--- src/rtl/stage_5_byte_buffer_if.sv ---
// Handshake bundle between the carry-propagation stage, the byte buffer and the external byte sink.
// The buffer uses the slave modport; the upstream/sink side uses the master modport.
interface stage_5_byte_buffer_if #(
  parameter int DATA_WIDTH  = 8,
  parameter int COUNT_WIDTH = 24
);
  logic [1:0]             in_flag;
  logic                   in_final;
  logic [DATA_WIDTH-1:0]  in_byte_1;
  logic [DATA_WIDTH-1:0]  in_byte_2;
  logic [DATA_WIDTH-1:0]  in_byte_3;
  logic                   out_stall;
  logic                   out_valid;
  logic                   out_ready;
  logic [DATA_WIDTH-1:0]  out_byte;
  logic                   out_last;
  logic                   out_done;
  logic [COUNT_WIDTH-1:0] out_byte_count;
  logic                   out_error;

  modport master (
    output in_flag, in_final, in_byte_1, in_byte_2, in_byte_3, out_ready,
    input  out_stall, out_valid, out_byte, out_last, out_done, out_byte_count, out_error
  );

  modport slave (
    input  in_flag, in_final, in_byte_1, in_byte_2, in_byte_3, out_ready,
    output out_stall, out_valid, out_byte, out_last, out_done, out_byte_count, out_error
  );
endinterface

--- src/rtl/stage_5_byte_buffer.sv ---
// Circular byte FIFO behind the carry stage: takes 0-3 bytes per cycle, drains one byte per cycle
// over valid/ready, tags the frame's final byte and counts emitted bytes.
module stage_5_byte_buffer #(
  parameter int DATA_WIDTH  = 8,
  parameter int ADDR_WIDTH  = 4,
  parameter int COUNT_WIDTH = 24
) (
  input  logic                  clk,
  input  logic                  reset,
  stage_5_byte_buffer_if.slave  bus
);
  localparam int DEPTH = 1 << ADDR_WIDTH;

  typedef logic [ADDR_WIDTH-1:0] ptr_t;
  typedef logic [ADDR_WIDTH:0]   cnt_t;

  localparam cnt_t DEPTH_C = cnt_t'(DEPTH);

  ptr_t                   wr_ptr_q, wr_ptr_d;
  ptr_t                   rd_ptr_q, rd_ptr_d;
  cnt_t                   count_q, count_d;
  logic                   done_q, done_d;
  logic                   final_seen_q, final_seen_d;
  logic                   error_q, error_d;
  logic [COUNT_WIDTH-1:0] byte_cnt_q, byte_cnt_d;

  logic [DATA_WIDTH-1:0]  mem_q [DEPTH];
  logic [DEPTH-1:0]       tag_q;

  cnt_t                   free_slots;
  logic [1:0]             push_n;
  logic                   push_req;
  logic                   push_ok;
  logic                   fifo_valid;
  logic                   pop;

  logic [DATA_WIDTH-1:0]  lane_byte [3];
  ptr_t                   lane_addr [3];
  logic [2:0]             lane_we;
  logic [2:0]             lane_tag;

  // Flag encoding is not binary: 10 means three bytes, 11 means two.
  always_comb begin
    push_n = 2'd0;
    case (bus.in_flag)
      2'b01:   push_n = 2'd1;
      2'b11:   push_n = 2'd2;
      2'b10:   push_n = 2'd3;
      default: push_n = 2'd0;
    endcase
  end

  assign free_slots = DEPTH_C - count_q;
  assign push_req   = (push_n != 2'd0);
  // Space check uses the registered count only; a same-cycle pop never rescues a push.
  assign push_ok    = push_req && (free_slots >= cnt_t'(push_n)) && !done_q && !final_seen_q;
  assign fifo_valid = (count_q != '0);
  assign pop        = fifo_valid && bus.out_ready;

  assign lane_byte[0] = bus.in_byte_1;
  assign lane_byte[1] = bus.in_byte_2;
  assign lane_byte[2] = bus.in_byte_3;

  generate
    for (genvar gi = 0; gi < 3; gi++) begin : g_lane
      assign lane_addr[gi] = wr_ptr_q + ptr_t'(gi);
      assign lane_we[gi]   = push_ok && (2'(gi) < push_n);
      assign lane_tag[gi]  = bus.in_final && (2'(gi) == (push_n - 2'd1));
    end
  endgenerate

  always_comb begin
    wr_ptr_d     = wr_ptr_q;
    rd_ptr_d     = rd_ptr_q;
    done_d       = done_q;
    final_seen_d = final_seen_q;
    error_d      = error_q;
    byte_cnt_d   = byte_cnt_q;

    if (push_ok) begin
      wr_ptr_d     = wr_ptr_q + ptr_t'(push_n);
      final_seen_d = final_seen_q | bus.in_final;
    end

    if ((push_req && !push_ok) || (bus.in_final && !push_req)) begin
      error_d = 1'b1;
    end

    if (pop) begin
      rd_ptr_d = rd_ptr_q + ptr_t'(1);
      if (tag_q[rd_ptr_q]) begin
        done_d = 1'b1;
      end
      if (byte_cnt_q != '1) begin
        byte_cnt_d = byte_cnt_q + 1'b1;
      end
    end

    count_d = count_q + (push_ok ? cnt_t'(push_n) : '0) - cnt_t'(pop);
  end

  always_ff @(posedge clk or negedge reset) begin
    if (!reset) begin
      wr_ptr_q     <= '0;
      rd_ptr_q     <= '0;
      count_q      <= '0;
      done_q       <= 1'b0;
      final_seen_q <= 1'b0;
      error_q      <= 1'b0;
      byte_cnt_q   <= '0;
      tag_q        <= '0;
    end else begin
      wr_ptr_q     <= wr_ptr_d;
      rd_ptr_q     <= rd_ptr_d;
      count_q      <= count_d;
      done_q       <= done_d;
      final_seen_q <= final_seen_d;
      error_q      <= error_d;
      byte_cnt_q   <= byte_cnt_d;
      for (int k = 0; k < 3; k++) begin
        if (lane_we[k]) begin
          tag_q[lane_addr[k]] <= lane_tag[k];
        end
      end
    end
  end

  // Payload storage needs no reset: the head byte is masked whenever the FIFO is empty.
  always_ff @(posedge clk) begin
    for (int k = 0; k < 3; k++) begin
      if (lane_we[k]) begin
        mem_q[lane_addr[k]] <= lane_byte[k];
      end
    end
  end

  assign bus.out_valid      = fifo_valid;
  assign bus.out_byte       = fifo_valid ? mem_q[rd_ptr_q] : '0;
  assign bus.out_last       = fifo_valid & tag_q[rd_ptr_q];
  assign bus.out_stall      = (free_slots < cnt_t'(3));
  assign bus.out_done       = done_q;
  assign bus.out_byte_count = byte_cnt_q;
  assign bus.out_error      = error_q;
endmodule

--- src/flat_wrapper.sv ---
// flat-port wrapper written by rule: the top's interface ports become plain ports
module stage_5_byte_buffer_flat 
#(
  parameter int DATA_WIDTH  = 8,
  parameter int ADDR_WIDTH  = 4,
  parameter int COUNT_WIDTH = 24
)
  (clk, reset, bus_in_flag, bus_in_final, bus_in_byte_1, bus_in_byte_2, bus_in_byte_3, bus_out_ready, bus_out_stall, bus_out_valid, bus_out_byte, bus_out_last, bus_out_done, bus_out_byte_count, bus_out_error);
  stage_5_byte_buffer_if #(.DATA_WIDTH(DATA_WIDTH), .COUNT_WIDTH(COUNT_WIDTH)) bus_i ();
  input  logic clk;
  input  logic reset;
  input wire logic [$bits(bus_i.in_flag)-1:0] bus_in_flag;
  input wire logic [$bits(bus_i.in_final)-1:0] bus_in_final;
  input wire logic [$bits(bus_i.in_byte_1)-1:0] bus_in_byte_1;
  input wire logic [$bits(bus_i.in_byte_2)-1:0] bus_in_byte_2;
  input wire logic [$bits(bus_i.in_byte_3)-1:0] bus_in_byte_3;
  input wire logic [$bits(bus_i.out_ready)-1:0] bus_out_ready;
  output wire logic [$bits(bus_i.out_stall)-1:0] bus_out_stall;
  output wire logic [$bits(bus_i.out_valid)-1:0] bus_out_valid;
  output wire logic [$bits(bus_i.out_byte)-1:0] bus_out_byte;
  output wire logic [$bits(bus_i.out_last)-1:0] bus_out_last;
  output wire logic [$bits(bus_i.out_done)-1:0] bus_out_done;
  output wire logic [$bits(bus_i.out_byte_count)-1:0] bus_out_byte_count;
  output wire logic [$bits(bus_i.out_error)-1:0] bus_out_error;
  assign bus_i.in_flag = bus_in_flag;
  assign bus_i.in_final = bus_in_final;
  assign bus_i.in_byte_1 = bus_in_byte_1;
  assign bus_i.in_byte_2 = bus_in_byte_2;
  assign bus_i.in_byte_3 = bus_in_byte_3;
  assign bus_i.out_ready = bus_out_ready;
  assign bus_out_stall = bus_i.out_stall;
  assign bus_out_valid = bus_i.out_valid;
  assign bus_out_byte = bus_i.out_byte;
  assign bus_out_last = bus_i.out_last;
  assign bus_out_done = bus_i.out_done;
  assign bus_out_byte_count = bus_i.out_byte_count;
  assign bus_out_error = bus_i.out_error;
  stage_5_byte_buffer #(.DATA_WIDTH(DATA_WIDTH), .ADDR_WIDTH(ADDR_WIDTH), .COUNT_WIDTH(COUNT_WIDTH)) u_core (.clk(clk), .reset(reset), .bus(bus_i));
endmodule
--- config.mk ---
export PLATFORM = sky130hd
export DESIGN_NAME = stage_5_byte_buffer_flat
export DESIGN_NICKNAME = d
export VERILOG_FILES = /design/src/rtl/stage_5_byte_buffer_if.sv /design/src/rtl/stage_5_byte_buffer.sv /design/src/flat_wrapper.sv
export SDC_FILE = /design/constraint.sdc
export NUM_CORES = 1
export LEC_CHECK = 0
export BUFFER_PORTS_ARGS = -buffer_cell sky130_fd_sc_hd__buf_2
export CAP_MARGIN = 0
export CORE_ASPECT_RATIO = 0.8
export CORE_MARGIN = 4
export CORE_UTILIZATION = 62
export DETAILED_ROUTE_END_ITERATION = 8
export PLACE_DENSITY_LB_ADDON = 0.3
export RECOVER_POWER = 100
export SETUP_SLACK_MARGIN = 0.3
export SLEW_MARGIN = 30
export SYNTH_ARGS = -nofsm -noshare
export SYNTH_HDL_FRONTEND = slang
export SYNTH_SLANG_ARGS = --single-unit
export TNS_END_PERCENT = 30
--- constraint.sdc ---
create_clock -name clk -period 4 [get_ports clk]
set_clock_uncertainty 0.15 [all_clocks]
set_input_delay 0.8 -clock clk [delete_from_list [all_inputs] [get_ports clk]]
set_output_delay 0.8 -clock clk [all_outputs]
set_load 0.05 [all_outputs]
# Word level (Yosys, flattened, before mapping)
# Memory sizes are Yosys's and may differ from the RTL's.
# Cells that the tools add are included.
[totals] register_bits=56 ramBits=128 output_inout_bits=37 n_memories=1
[mem_list] name="u_core.mem_q" words=16 width=8 rd=1 rd_ports_with_merged_regs=0 wr=3 line="stage_5_byte_buffer.sv:27" rtl="logic [DATA_WIDTH-1:0] mem_q [DEPTH];"
[op_classes] addsub=9 n_lt_le_gt_ge=12 eq_ne=6 muxes=23 n_bitwise=2 reduce_logical=25
[op_table] op="$bwmux W16" n=3
[op_table] op="$mux W16" n=3
[op_table] op="$add A24 B1 Y24 const B" n=1
[op_table] op="$ne A24 B24 Y1 const B" n=1
[op_table] op="$lt A4 B5 Y1 const B" n=4
[op_table] op="$logic_and A1 B1 Y1" n=15
[op_table] op="$demux W1 S4" n=3
[op_table] op="$ge A4 B1 Y1 const B" n=3
[op_table] op="$mux W1" n=10
[op_table] op="$add A4 B1 Y4 const B" n=2
[op_table] op="$mux W8" n=1
[op_table] op="$pmux W2 S3" n=1
[op_table] op="$add A5 B5 Y5" n=1
[op_table] op="$ge A5 B2 Y1" n=1
[op_table] op="$lt A5 B2 Y1 const B" n=1
[op_table] op="$reduce_bool A5 Y1" n=1
[op_table] op="$sub A5 B1 Y5" n=1
[op_table] op="$sub A5 B5 Y5 const A" n=1
[op_table] op="$add A4 B2 Y4" n=1
[op_table] op="$add A4 B2 Y4 const B" n=1
[op_table] op="$bmux W1 S4" n=1
[op_table] op="$eq A2 B2 Y1 const B" n=2
[op_table] op="$logic_not A1 Y1" n=4
[op_table] op="$lt A1 B2 Y1 const A" n=2
[op_table] op="12 further kinds" n=13

# Depth between registers and ports, before layout
# Gate-level depths: netlist of the first run.
[depth] ltp_word=12 mapped_depth=20 ltp_nobuf=18

# Least setup slack after synthesis of the first run
# Ideal clock, no wire load.
[synth_path] kind="input -> register" from="in bus_in_flag[0]" to="reg u_core.count_q[4]" setup_ns=0.125 arrival_ns=4.365 required_ns=3.725 slack_ns=-0.640 stages=18 path_cell_list="inv_1 -> ha_1 -> nor2_1 -> inv_1 -> clkbuf_1 -> ha_1 -> inv_1 -> o211a_1 -> nor3_2 -> clkbuf_1 -> nand2_1 -> ha_1 -> fa_1 -> inv_1 -> a21oi_1 -> nor2_1 -> nor2_1 -> xnor2_1"
[synth_via] elab_chain_cells=9 elab_cells_between_ends=12 classes_between="add/sub: 2; order compare: 1; eq/ne: 3; mux: 2; reduce/logical: 4"
[synth_rtl] element="start: declaration" line="flat_wrapper.sv:12" rtl="input wire logic [$bits(bus_i.in_flag)-1:0] bus_in_flag;"
[synth_rtl] element="$eq A2 B2 Y1 or $eq A2 B1 Y1 (tied branches)" line="stage_5_byte_buffer.sv:45" rtl="case (bus.in_flag)"
[synth_rtl] element="$pmux W2 S3 (*)" line="stage_5_byte_buffer.sv:45"
[synth_rtl] element="$ge A5 B2 Y1 or $reduce_bool A2 Y1 (tied branches)" line="stage_5_byte_buffer.sv:56, stage_5_byte_buffer.sv:54"
[synth_rtl] element="$logic_and A1 B1 Y1 (3 in a row)" line="stage_5_byte_buffer.sv:56" rtl="assign push_ok = push_req && (free_slots >= cnt_t'(push_n)) && !done_q && !final_seen_q;"
[synth_rtl] element="$mux W2 (*)" line="stage_5_byte_buffer.sv:99" rtl="count_d = count_q + (push_ok ? cnt_t'(push_n) : '0) - cnt_t'(pop);"
[synth_rtl] element="$add A5 B5 Y5 (*)" line="stage_5_byte_buffer.sv:99"
[synth_rtl] element="$sub A5 B1 Y5 (*)" line="stage_5_byte_buffer.sv:99"
[synth_rtl] element="net u_core.count_d[4]" line="stage_5_byte_buffer.sv:21" rtl="cnt_t count_q, count_d;"
[synth_rtl] element="end signal: assignment" line="stage_5_byte_buffer.sv:115" rtl="count_q <= count_d;"
[synth_rtl] element="end: declaration" line="stage_5_byte_buffer.sv:21"
# Mark *: on every way through the listed nets, which the timed path passes. The rest lies on a longest branch.
# A chain may end at the register's enable or synchronous reset.

==> flow_metrics.py, run 1 <==
metrics = {
    "route": {
        "drt_wl_total_mm": 37.0,
        "wl_per_cell_um": 25.4,
        "drc": 0,
        "drt_pass1_iterations": 8,
        "first_iter_violations": 1492,
        "ant_nets": 0,
        "avgViaCountPerCell": 6.90,
        "via_count": 10100,
    },
    "sta": {
        "worst_pin_slew_ns": 1.52,
        "setup_viol": 0,
        "rsz0062_at_grt": "yes",
        "fin_crit_sh_pct": 93.4,
        "fin_crit_ns": 3.73,
        "slew_headroom_pct": -1.16,
        "setup_slack_ns": 0.265,
        "finalHoldViolCount": 0,
        "final_max_slew_viol_count": 24,
        "fmax_mhz": 268,
    },
    "final_layout": {
        "final_util_pct": 72.3,
        "area_delta_synth_final_pct": 13.4,
        "drive_gt1_share_pct": 17.9,
        "nNetsFinal": 1247,
        "antenna_cells": 0,
    },
    "worst_setup_path": {
        "critical_path_class": "reg2reg",
        "crit_family": "simple AND/OR/NAND/NOR gates",
        "r2r-end": "u_core.mem_q[2][4]",
        "r2r_slack_ns": 0.27,
        "arrival_ns": 3.72,
        "cp_max_fo": 9,
        "r2r-start": "u_core.count_q[0]",
        "ff2ff_path_depth": 13,
        "critPathLaunchType": "flip-flop",
        "slowest_delay_ns": 0.43,
        "cp_cell_sequence": "inv_1 > ha_1 > and2_0 > ha_1 > or3b_1 > a221o_1 > nand3_2 > buf_4 > nor2_1 > buf_4 > nand2_1 > nand3_1 > clkbuf_2",
        "critical_path.slowest_cell": "or3b_1",
        "crit_buf_inv": 4,
        "cp-end-kind": "flip-flop",
        "required_ns": 3.99,
    },
    "synthesis": {
        "async_flop_share_pct": 30.4,
        "synth_fp_nets": 1174,
        "synth_cell_type_count": 69,
        "syn_avg_cell_area_um2": 10.4,
        "syn_area_um2": 11600,
        "yosys_warnings": 0,
        "synth-edff-count": 128,
        "synth_ff_type": "edfxtp_1",
        "ys_seq_area_share_pct": 45.0,
        "synth-seq-cells": 184,
        "syn_inst": 1121,
    },
    "outcome": {
        "status": "finished, violations left",
        "violations": "max-capacitance violations, max-slew violations",
    },
    "clock_tree": {
        "clk_pin_slew_ns": 0.08,
        "cts-buffers-inserted": 17,
        "cts_sinks": 184,
        "cts_tree": "done",
        "cts_root_buf": "clkbuf_16",
        "htreeDepth": 4,
        "clock_latency_ns": 0.45,
        "clk_path_buf_depth": 2,
    },
    "die": {
        "die_w_um": 161,
        "core_area_um2": 18300,
        "ios": 67,
        "dieArea_um2": 21100,
        "rows": 44,
        "die_h_um": 131,
        "start_util_pct": 63.7,
    },
    "placement": {
        "dpl.hpwl_mm": 25.9,
        "dp_slack_ns": -0.0775,
        "portBuffers": 66,
        "gp_congestion": 1.02,
    },
    "global_routing": {
        "grt_pass1_wl_mm": 56.3,
        "grt_start_max_net_pins": 40,
        "overflow": 0,
        "antenna_found_initial": 1,
        "gr-usage-all-layers_pct": 35.6,
        "first_global_vias": 9452,
    },
    "pwr": {
        "p_total_w": 0.00732,
        "p_leak_nw": 5.21,
        "peakVddDrop_mv": 0.514,
        "powerDensity_nw_per_um2": 554,
    },
    "hold_path": {
        "min_path_cells": 1,
        "hold_start": "u_core.bus.out_byte_count[9]",
        "hold-path-endpoint": "u_core.bus.out_byte_count[9]",
        "min_path_type": "reg2reg",
    },
    "flow_run": {
        "maxCapViolations": 1,
    },
}
==> flip-flops by register name (all words and copies together), names as in the netlist, 4 cells and up <==
register,cells
u_core.mem_q,128
u_core.count_q,5
u_core.tag_q,16
u_core.wr_ptr_q,4
u_core.rd_ptr_q,4
u_core.bus.out_byte_count,24
==> how the worst max path moves through the flow <==
stage	from	slack (ns)	depth (start not counted)	end
after floorplan	bus_in_flag[0]	0.15	20	u_core.count_q[4]
after global placement	bus_in_flag[0]	0.09	10	u_core.mem_q[12][3]
after detailed placement	bus_in_flag[0]	-0.08	10	u_core.mem_q[12][4]
after CTS	u_core.rd_ptr_q[0]	0.35	5	bus_out_byte[2]
after global routing	u_core.count_q[0]	0.12	11	u_core.mem_q[11][0]
final	u_core.count_q[0]	0.27	13	u_core.mem_q[2][4]
==> placed cells by master, fill, tap and decap left out, types with 5 or more instances in the layout <==
master / count
o211ai_1: 8
or3_1: 7
mux4_2: 45
buf_4: 43
xnor2_1: 17
nor4_1: 6
a31oi_1: 26
and2_1: 14
nand2b_1: 7
clkbuf_2: 21
mux2i_1: 106
o31a_1: 5
a21oi_1: 86
nand3_1: 34
buf_12: 7
nand2_1: 113
clkbuf_1: 47
o22ai_1: 9
edfxtp_1: 128
ha_4: 5
nand4_1: 6
and3_1: 8
inv_6: 5
inv_1: 17
o21ai_0: 44
clkbuf_16: 17
nor2b_1: 7
ha_1: 16
nor3_1: 26
xor2_1: 17
buf_2: 28
dfrtp_1: 55
nor2_1: 131
==> logic make-up (layout without fill, tap and decap cells) <==
kind of cell               count (synthesis)  after routing  synth area share, %
buffers and inverters                    114            200                 4.28
DFF                                      184            184                 45.0
muxes                                    153            153                 18.0
and+or+nand+nor                          395            395                 16.2
adders and majority gates                 23             23                 2.60
AOI/OAI and AO/OA                        218            218                 11.4
xor gates and xnor gates                  34             34                 2.56
==> layout make-up <==
type	count	area [um2]
Clock buffer	18	439
Clock inverter	14	228
Tap cell	253	317
Inverter	22	98.8
Fill cell	1356	5060
Timing Repair Buffer	146	885
Sequential cell	184	5250
Multi-Input combinational cell	823	6000
==> timing repair <==
action / in CTS / in global routing
hold buffers: 0 / 0
endpoints found under the setup margin: 0 / 96
hold endpoints to repair: 0 / 0
gates resized for setup: 0 / 3
buffers inserted: 0 / 1
==> where the power goes <==
part / internal (W) / switching (W) / leakage, nW / total [W]
clock network: 0.00109 / 0.000824 / 0.326 / 0.00192
registers: 0.00217 / 0.000196 / 1.86 / 0.00237
logic: 0.00110 / 0.00193 / 3.02 / 0.00304
total: 0.00437 / 0.00295 / 5.21 / 0.00732
==> per-layer routing <==
| layer | share of wire [%] | vias up | global-route usage (%) |
|---|---|---|---|
| met4 | 2.6 | 2 | 11.2 |
| li1 | - | 4289 | - |
| met1 | 38 | 4826 | 51.5 |
| met3 | 16 | 100 | 12.1 |
| met5 | 0.10 | - | 0 |
| met2 | 43 | 859 | 51.5 |
==> cells in the mapped netlist, types with 8 or more instances <==
master,count,area share [%]
buf_2,31,1.3
o21ai_0,44,1.9
xor2_1,17,1.3
dfrtp_1,56,12
nand2_1,113,3.6
mux4_2,45,8.7
nor2_1,133,4.3
clkbuf_1,43,1.4
nor3_2,8,0.69
mux2i_1,106,9.1
inv_1,22,0.71
ha_1,21,2.3
edfxtp_1,128,33
o211ai_1,8,0.52
o22ai_1,9,0.48
a21oi_1,87,3.7
a31oi_1,26,1.4
nand3_1,35,1.5
and2_1,16,0.86
buf_1,11,0.35
and3_1,8,0.43
xnor2_1,17,1.3
nor3_1,21,0.90
==> per-stage QoR <==
stage                     TNS [ns]  hold slack [ns]  area [um2]  instances
after CTS                        0            0.205       13400       1459
after detailed placement    -0.617            0.326       12800       1427
final                            0            0.350       13200       1460
after global routing             0            0.366       13200       1460
after floorplan                  0            0.328       11800       1121
after global placement           0            0.318       12800       1427
Power figures use the tool's default switching activity.
==> inputs of run 2 (changes only) <==
Settings changed: ABC_AREA from default to 1, HOLD_SLACK_MARGIN from default to 0.12, REMOVE_ABC_BUFFERS from default to 1.
==> flow_metrics.py, run 2 <==
metrics = {
    "worst_setup_path": {
        "critical_path_class": "reg2out",
        "arrival_ns": 2.78,
        "cp-end-kind": "primary output",
        "cp_max_fo": 34,
        "required_ns": 3.05,
        "critPathLaunchType": "flip-flop",
    },
    "sta": {
        "fin_crit_ns": 3.73,
        "finalHoldViolCount": 0,
        "slew_headroom_pct": -73.7,
        "hold_slack_ns": 0.382,
        "fmax_mhz": 268,
        "fin_crit_sh_pct": 93.2,
        "worst_pin_slew_ns": 2.61,
        "setup_viol": 0,
        "final_max_slew_viol_count": 36,
        "rsz0062_at_grt": "no",
        "finalSetupTns_ns": 0,
    },
    "placement": {
        "dpl.hpwl_mm": 29.3,
        "gp_congestion": 1.06,
        "portBuffers": 66,
        "place_area_um2": 13400,
    },
    "pwr": {
        "pwr-share-seq_pct": 33.2,
        "p_int_w": 0.00387,
        "switchingPower_w": 0.00322,
        "p_total_w": 0.00709,
        "peakVddDrop_mv": 0.439,
        "p_sw_share_pct": 45.4,
        "powerDensity_nw_per_um2": 507,
        "power_frac_comb_pct": 42.5,
        "power.clock.fraction_pct": 24.3,
        "p_leak_nw": 6.18,
    },
    "final_layout": {
        "design_area_um2": 14000,
        "final_common_cell": "nand2_1",
        "final_util_pct": 69.8,
        "final.fill_count": 1667,
        "mostFrequentLayoutCells": "nand2_1 (596), nand3_1 (334), edfxtp_1 (128)",
        "drive_gt1_share_pct": 9.04,
        "largest_reg_flops": 128,
        "nNetsFinal": 1855,
        "area_delta_synth_final_pct": 9.45,
        "antenna_cells": 0,
    },
    "route": {
        "drt_pass1_iterations": 9,
        "first_iter_violations": 2858,
        "wl_per_cell_um": 21.6,
        "drc": 0,
        "ant_nets": 0,
        "drt_wl_total_mm": 45.0,
        "avgViaCountPerCell": 6.52,
        "via_count": 13500,
    },
    "clock_tree": {
        "clk_pin_slew_ns": 0.07,
        "cts_root_buf": "clkbuf_16",
        "htreeDepth": 4,
        "clk_path_buf_depth": 2,
        "cts_sinks": 184,
        "cts_tree": "done",
        "clock_latency_ns": 0.45,
        "ctsHoldBuffers": 0,
        "cts-buffers-inserted": 17,
    },
    "die": {
        "die_w_um": 168,
        "rows": 46,
        "start_util_pct": 63.8,
        "die_h_um": 136,
        "ios": 67,
        "core_area_um2": 20000,
        "dieArea_um2": 23000,
    },
    "synthesis": {
        "syn_avg_cell_area_um2": 7.20,
        "synth-edff-count": 128,
        "ys_top_cells_by_count": "nand2_1 (591), nand3_1 (332), edfxtp_1 (128)",
        "async_flop_share_pct": 30.4,
        "synth_cell_type_count": 40,
        "synth_area_leader_cell": "edfxtp_1",
        "syn_area_um2": 12800,
        "yosys-top-cells-area": "edfxtp_1 (30%), nand2_1 (17%), nand3_1 (13%)",
        "yosys_warnings": 0,
        "yosysMostFrequentCell": "nand2_1",
        "syn_inst": 1775,
        "synth_ff_type": "edfxtp_1",
        "synth-seq-cells": 184,
        "synth_top_area_share_pct": 30.1,
        "ys_seq_area_share_pct": 41.1,
    },
    "outcome": {
        "violations": "max-capacitance violations, max-slew violations",
        "status": "finished, violations left",
    },
    "global_routing": {
        "antenna_found_initial": 1,
        "grt_pass1_wl_mm": 68.9,
        "gr-usage-all-layers_pct": 38.9,
        "grt_start_max_net_pins": 118,
        "first_global_vias": 12300,
        "overflow": 0,
    },
    "flow_run": {
        "maxCapViolations": 1,
    },
    "hold_path": {
        "min_path_type": "reg2reg",
    },
}
## run 2: timing repair
item	4_1_cts	5_1_grt
gates resized for setup	4	14
cloned	0	1
buffers inserted	0	0
endpoints found under the setup margin	9	9
## run 2: worst paths after layout
check	from	to	slack [ns]	cells after the start
max	u_core.rd_ptr_q[0]	bus_out_byte[0]	0.27	7
min	u_core.bus.out_error	u_core.bus.out_error	0.38	2
max reg2reg	u_core.count_q[0]	u_core.mem_q[5][1]	0.51	14
min reg2reg	u_core.bus.out_error	u_core.bus.out_error	0.38	2
max in group asynchronous	reset	u_core.rd_ptr_q[0]	0.88	1
min in group asynchronous	reset	u_core.bus.out_byte_count[15]	1.01	1
## run 2: power by group through the flow
stage          clock network [W]  registers, W  logic [W]
5_1_grt                  0.00180       0.00237    0.00316
2_1_floorplan                  0       0.00257    0.00156
6_report                 0.00172       0.00236    0.00301
3_5_place_dp                   0       0.00238    0.00277
4_1_cts                  0.00170       0.00234    0.00279
3_3_place_gp                   0       0.00237    0.00272
## run 2: cell type report
type | count | area (um2) | share of cell area, %
Clock buffer | 19 | 433 | 3.10
Timing Repair Buffer | 123 | 777 | 5.56
Inverter | 128 | 483 | 3.45
Sequential cell | 184 | 5250 | 37.5
Clock inverter | 13 | 144 | 1.03
Multi-Input combinational cell | 1348 | 6570 | 47.0
Tap cell | 264 | 330 | 2.36
## run 2: cell families (layout without fill, tap and decap cells)
kind of cell    count (synthesis)  in the layout  synth area share (%)
simple gates                 1113           1113                  38.3
buf+inv                       243            283                  7.89
compound gates                185            185                  8.53
flops                         184            184                  41.1
xor+xnor                       27             27                  1.85
fa+ha+maj                      23             23                  2.37
## run 2: worst max-delay path, cell delays in order (launching register included)
cell	delay [ns]
dfrtp_4	0.67
inv_4	0.22
clkbuf_16	0.28
nor2_1	0.09
o221ai_1	0.27
o211ai_1	0.14
a21oi_1	0.30
buf_2	0.33
## run 2: layer usage
layer	vias to the layer above	wire, um	GRT usage (%)
li1	6008	-	-
met1	6112	16300	53.5
met2	1183	18700	56.8
met3	240	7610	12.7
met4	2	2410	16.8
met5	-	20	0
## run 2: metrics by stage
stage / std cells / setup WS [ns]
after floorplan: 1660 / -1.74
final: 2079 / 0.273
after global placement: 2046 / 0.301
after detailed placement: 2046 / 0.167
after CTS: 2078 / 0.264
after global routing: 2079 / 0.178
==> inputs of run 3 (changes only) <==
Settings changed: ABC_AREA 1 to default.
==> flow_metrics.py, run 3 (synthesized netlist as in run 1, its figures left out) <==
metrics = {
    "clock_tree": {
        "ctsHoldBuffers": 0,
        "cts_tree": "done",
        "cts-buffers-inserted": 17,
        "clk_path_buf_depth": 2,
        "cts_root_buf": "clkbuf_16",
        "clk_pin_slew_ns": 0.08,
        "cts_sinks": 184,
        "htreeDepth": 4,
        "clock_latency_ns": 0.44,
    },
    "die": {
        "die_h_um": 131,
        "die_w_um": 161,
        "dieArea_um2": 21100,
        "start_util_pct": 63.7,
        "rows": 44,
        "core_area_um2": 18300,
        "ios": 67,
    },
    "sta": {
        "fmax_mhz": 269,
        "finalHoldViolCount": 0,
        "fin_crit_sh_pct": 92.8,
        "finalSetupTns_ns": 0,
        "final_max_slew_viol_count": 37,
        "setup_viol": 0,
        "rsz0062_at_grt": "yes",
        "slew_headroom_pct": -30.1,
        "fin_crit_ns": 3.71,
        "worst_pin_slew_ns": 1.95,
    },
    "pwr": {
        "powerDensity_nw_per_um2": 541,
        "p_total_w": 0.00702,
        "peakVddDrop_mv": 0.429,
        "p_leak_nw": 5.15,
    },
    "final_layout": {
        "antenna_cells": 0,
        "final_util_pct": 71.0,
        "largest_reg_flops": 128,
        "drive_gt1_share_pct": 16.6,
        "final.fill_count": 1364,
        "final_common_cell": "nor2_1",
        "nNetsFinal": 1248,
        "mostFrequentLayoutCells": "nor2_1 (133), edfxtp_1 (128), nand2_1 (114)",
        "area_delta_synth_final_pct": 11.4,
    },
    "worst_setup_path": {
        "r2r_slack_ns": 0.29,
        "critical_path.slowest_cell": "or3b_2",
        "cp_common_cell": "nor2_1",
        "slowest_delay_ns": 0.49,
        "required_ns": 4.04,
        "critPathLaunchType": "input port",
        "cp-end-kind": "flip-flop",
        "critical_path_class": "in2reg",
        "cp_cell_sequence": "buf_2 > inv_1 > ha_1 > nor2_1 > nor2_1 > inv_1 > ha_1 > or3b_2 > a221oi_4 > buf_4 > nor2_1 > buf_4 > nand2_1 > mux2i_1 > a21oi_1",
        "cp_max_fo": 10,
        "arrival_ns": 3.75,
    },
    "route": {
        "drc": 0,
        "first_iter_violations": 1425,
        "avgViaCountPerCell": 6.64,
        "ant_nets": 0,
        "drt_pass1_iterations": 6,
        "via_count": 9699,
        "drt_wl_total_mm": 33.5,
        "wl_per_cell_um": 22.9,
    },
    "placement": {
        "dpl.hpwl_mm": 23.8,
        "gp_congestion": 0.978,
        "portBuffers": 66,
    },
    "global_routing": {
        "first_global_vias": 8956,
        "overflow": 0,
        "grt_pass1_wl_mm": 52.2,
        "antenna_found_initial": 0,
        "gr-usage-all-layers_pct": 32.3,
        "grt_start_max_net_pins": 40,
    },
    "outcome": {
        "status": "finished, violations left",
        "violations": "max-capacitance violations, max-slew violations",
    },
    "hold_path": {
        "min_path_type": "reg2reg",
    },
    "flow_run": {
        "maxCapViolations": 1,
    },
}
[run 3: cell types whose count changed in the layout (fill, tap and decap cells not counted), sizes merged, moves of 22 or more]
cell | before | now
clkbuf | 54 | 81
mux4 | 0 | 45
nand2 | 609 | 118
o21ai | 112 | 45
inv | 117 | 30
a21oi | 14 | 87
nand3 | 336 | 38
a31oi | 0 | 26
mux2i | 0 | 106
o221ai | 22 | 0
[run 3: worst paths after layout]
kind,start,end,cells after the start
max,bus_in_flag[0],u_core.mem_q[8][0],15
min,u_core.bus.out_byte_count[21],u_core.bus.out_byte_count[21],1
max reg2reg,u_core.count_q[3],u_core.mem_q[8][0],12
min reg2reg,u_core.bus.out_byte_count[21],u_core.bus.out_byte_count[21],1
max in group asynchronous,reset,u_core.tag_q[13],2
min in group asynchronous,reset,u_core.wr_ptr_q[3],1
[run 3: repair_timing]
item,in CTS,in global routing
hold endpoints to repair,0,0
gates resized for setup,0,2
endpoints found under the setup margin,0,16
buffers inserted,0,4
[run 3: through the flow]
step	cell area (um2)	hold WS, ns	worst slack (ns)	cells
floorplan	11200	0.328	-1.32	1029
global placement	12500	0.303	0.122	1425
detailed placement	12500	0.301	0.0270	1425
CTS	13100	0.323	0.360	1457
global route	13000	0.359	0.159	1461
finish	13000	0.328	0.287	1461
[run 3: power by group]
part | leakage, nW | switching [W] | internal (W)
combinational | 3.00 | 0.00185 | 0.00108
sequential | 1.86 | 0.000168 | 0.00217
clock | 0.301 | 0.000827 | 0.000917
total | 5.15 | 0.00285 | 0.00417
[run 3: per-layer routing]
metal,vias up,GRT usage [%],part of all wire [%]
met1,4652,47.3,41
met2,688,48.6,44
met4,0,8.27,1.6
li1,4290,-,-
met3,69,8.59,13
met5,-,0,0
[run 3: final cells by class]
class	instances	area, um2	share of cell area, %
clock buffers	20	489	3.77
clock inverters	12	119	0.916
inverters	22	82.6	0.636
multi-input cells	823	5890	45.4
flip-flops and latches	184	5250	40.4
well taps	253	317	2.44
repair buffers	147	836	6.44
[run 3: worst max-delay path: cells and delay by family]
family,cells,cell delay [ns]
muxes,1,0.32
adders and majority gates,2,0.40
and+or+nand+nor,5,1.24
buffers and inverters,5,0.65
AOI/OAI and AO/OA,2,0.33
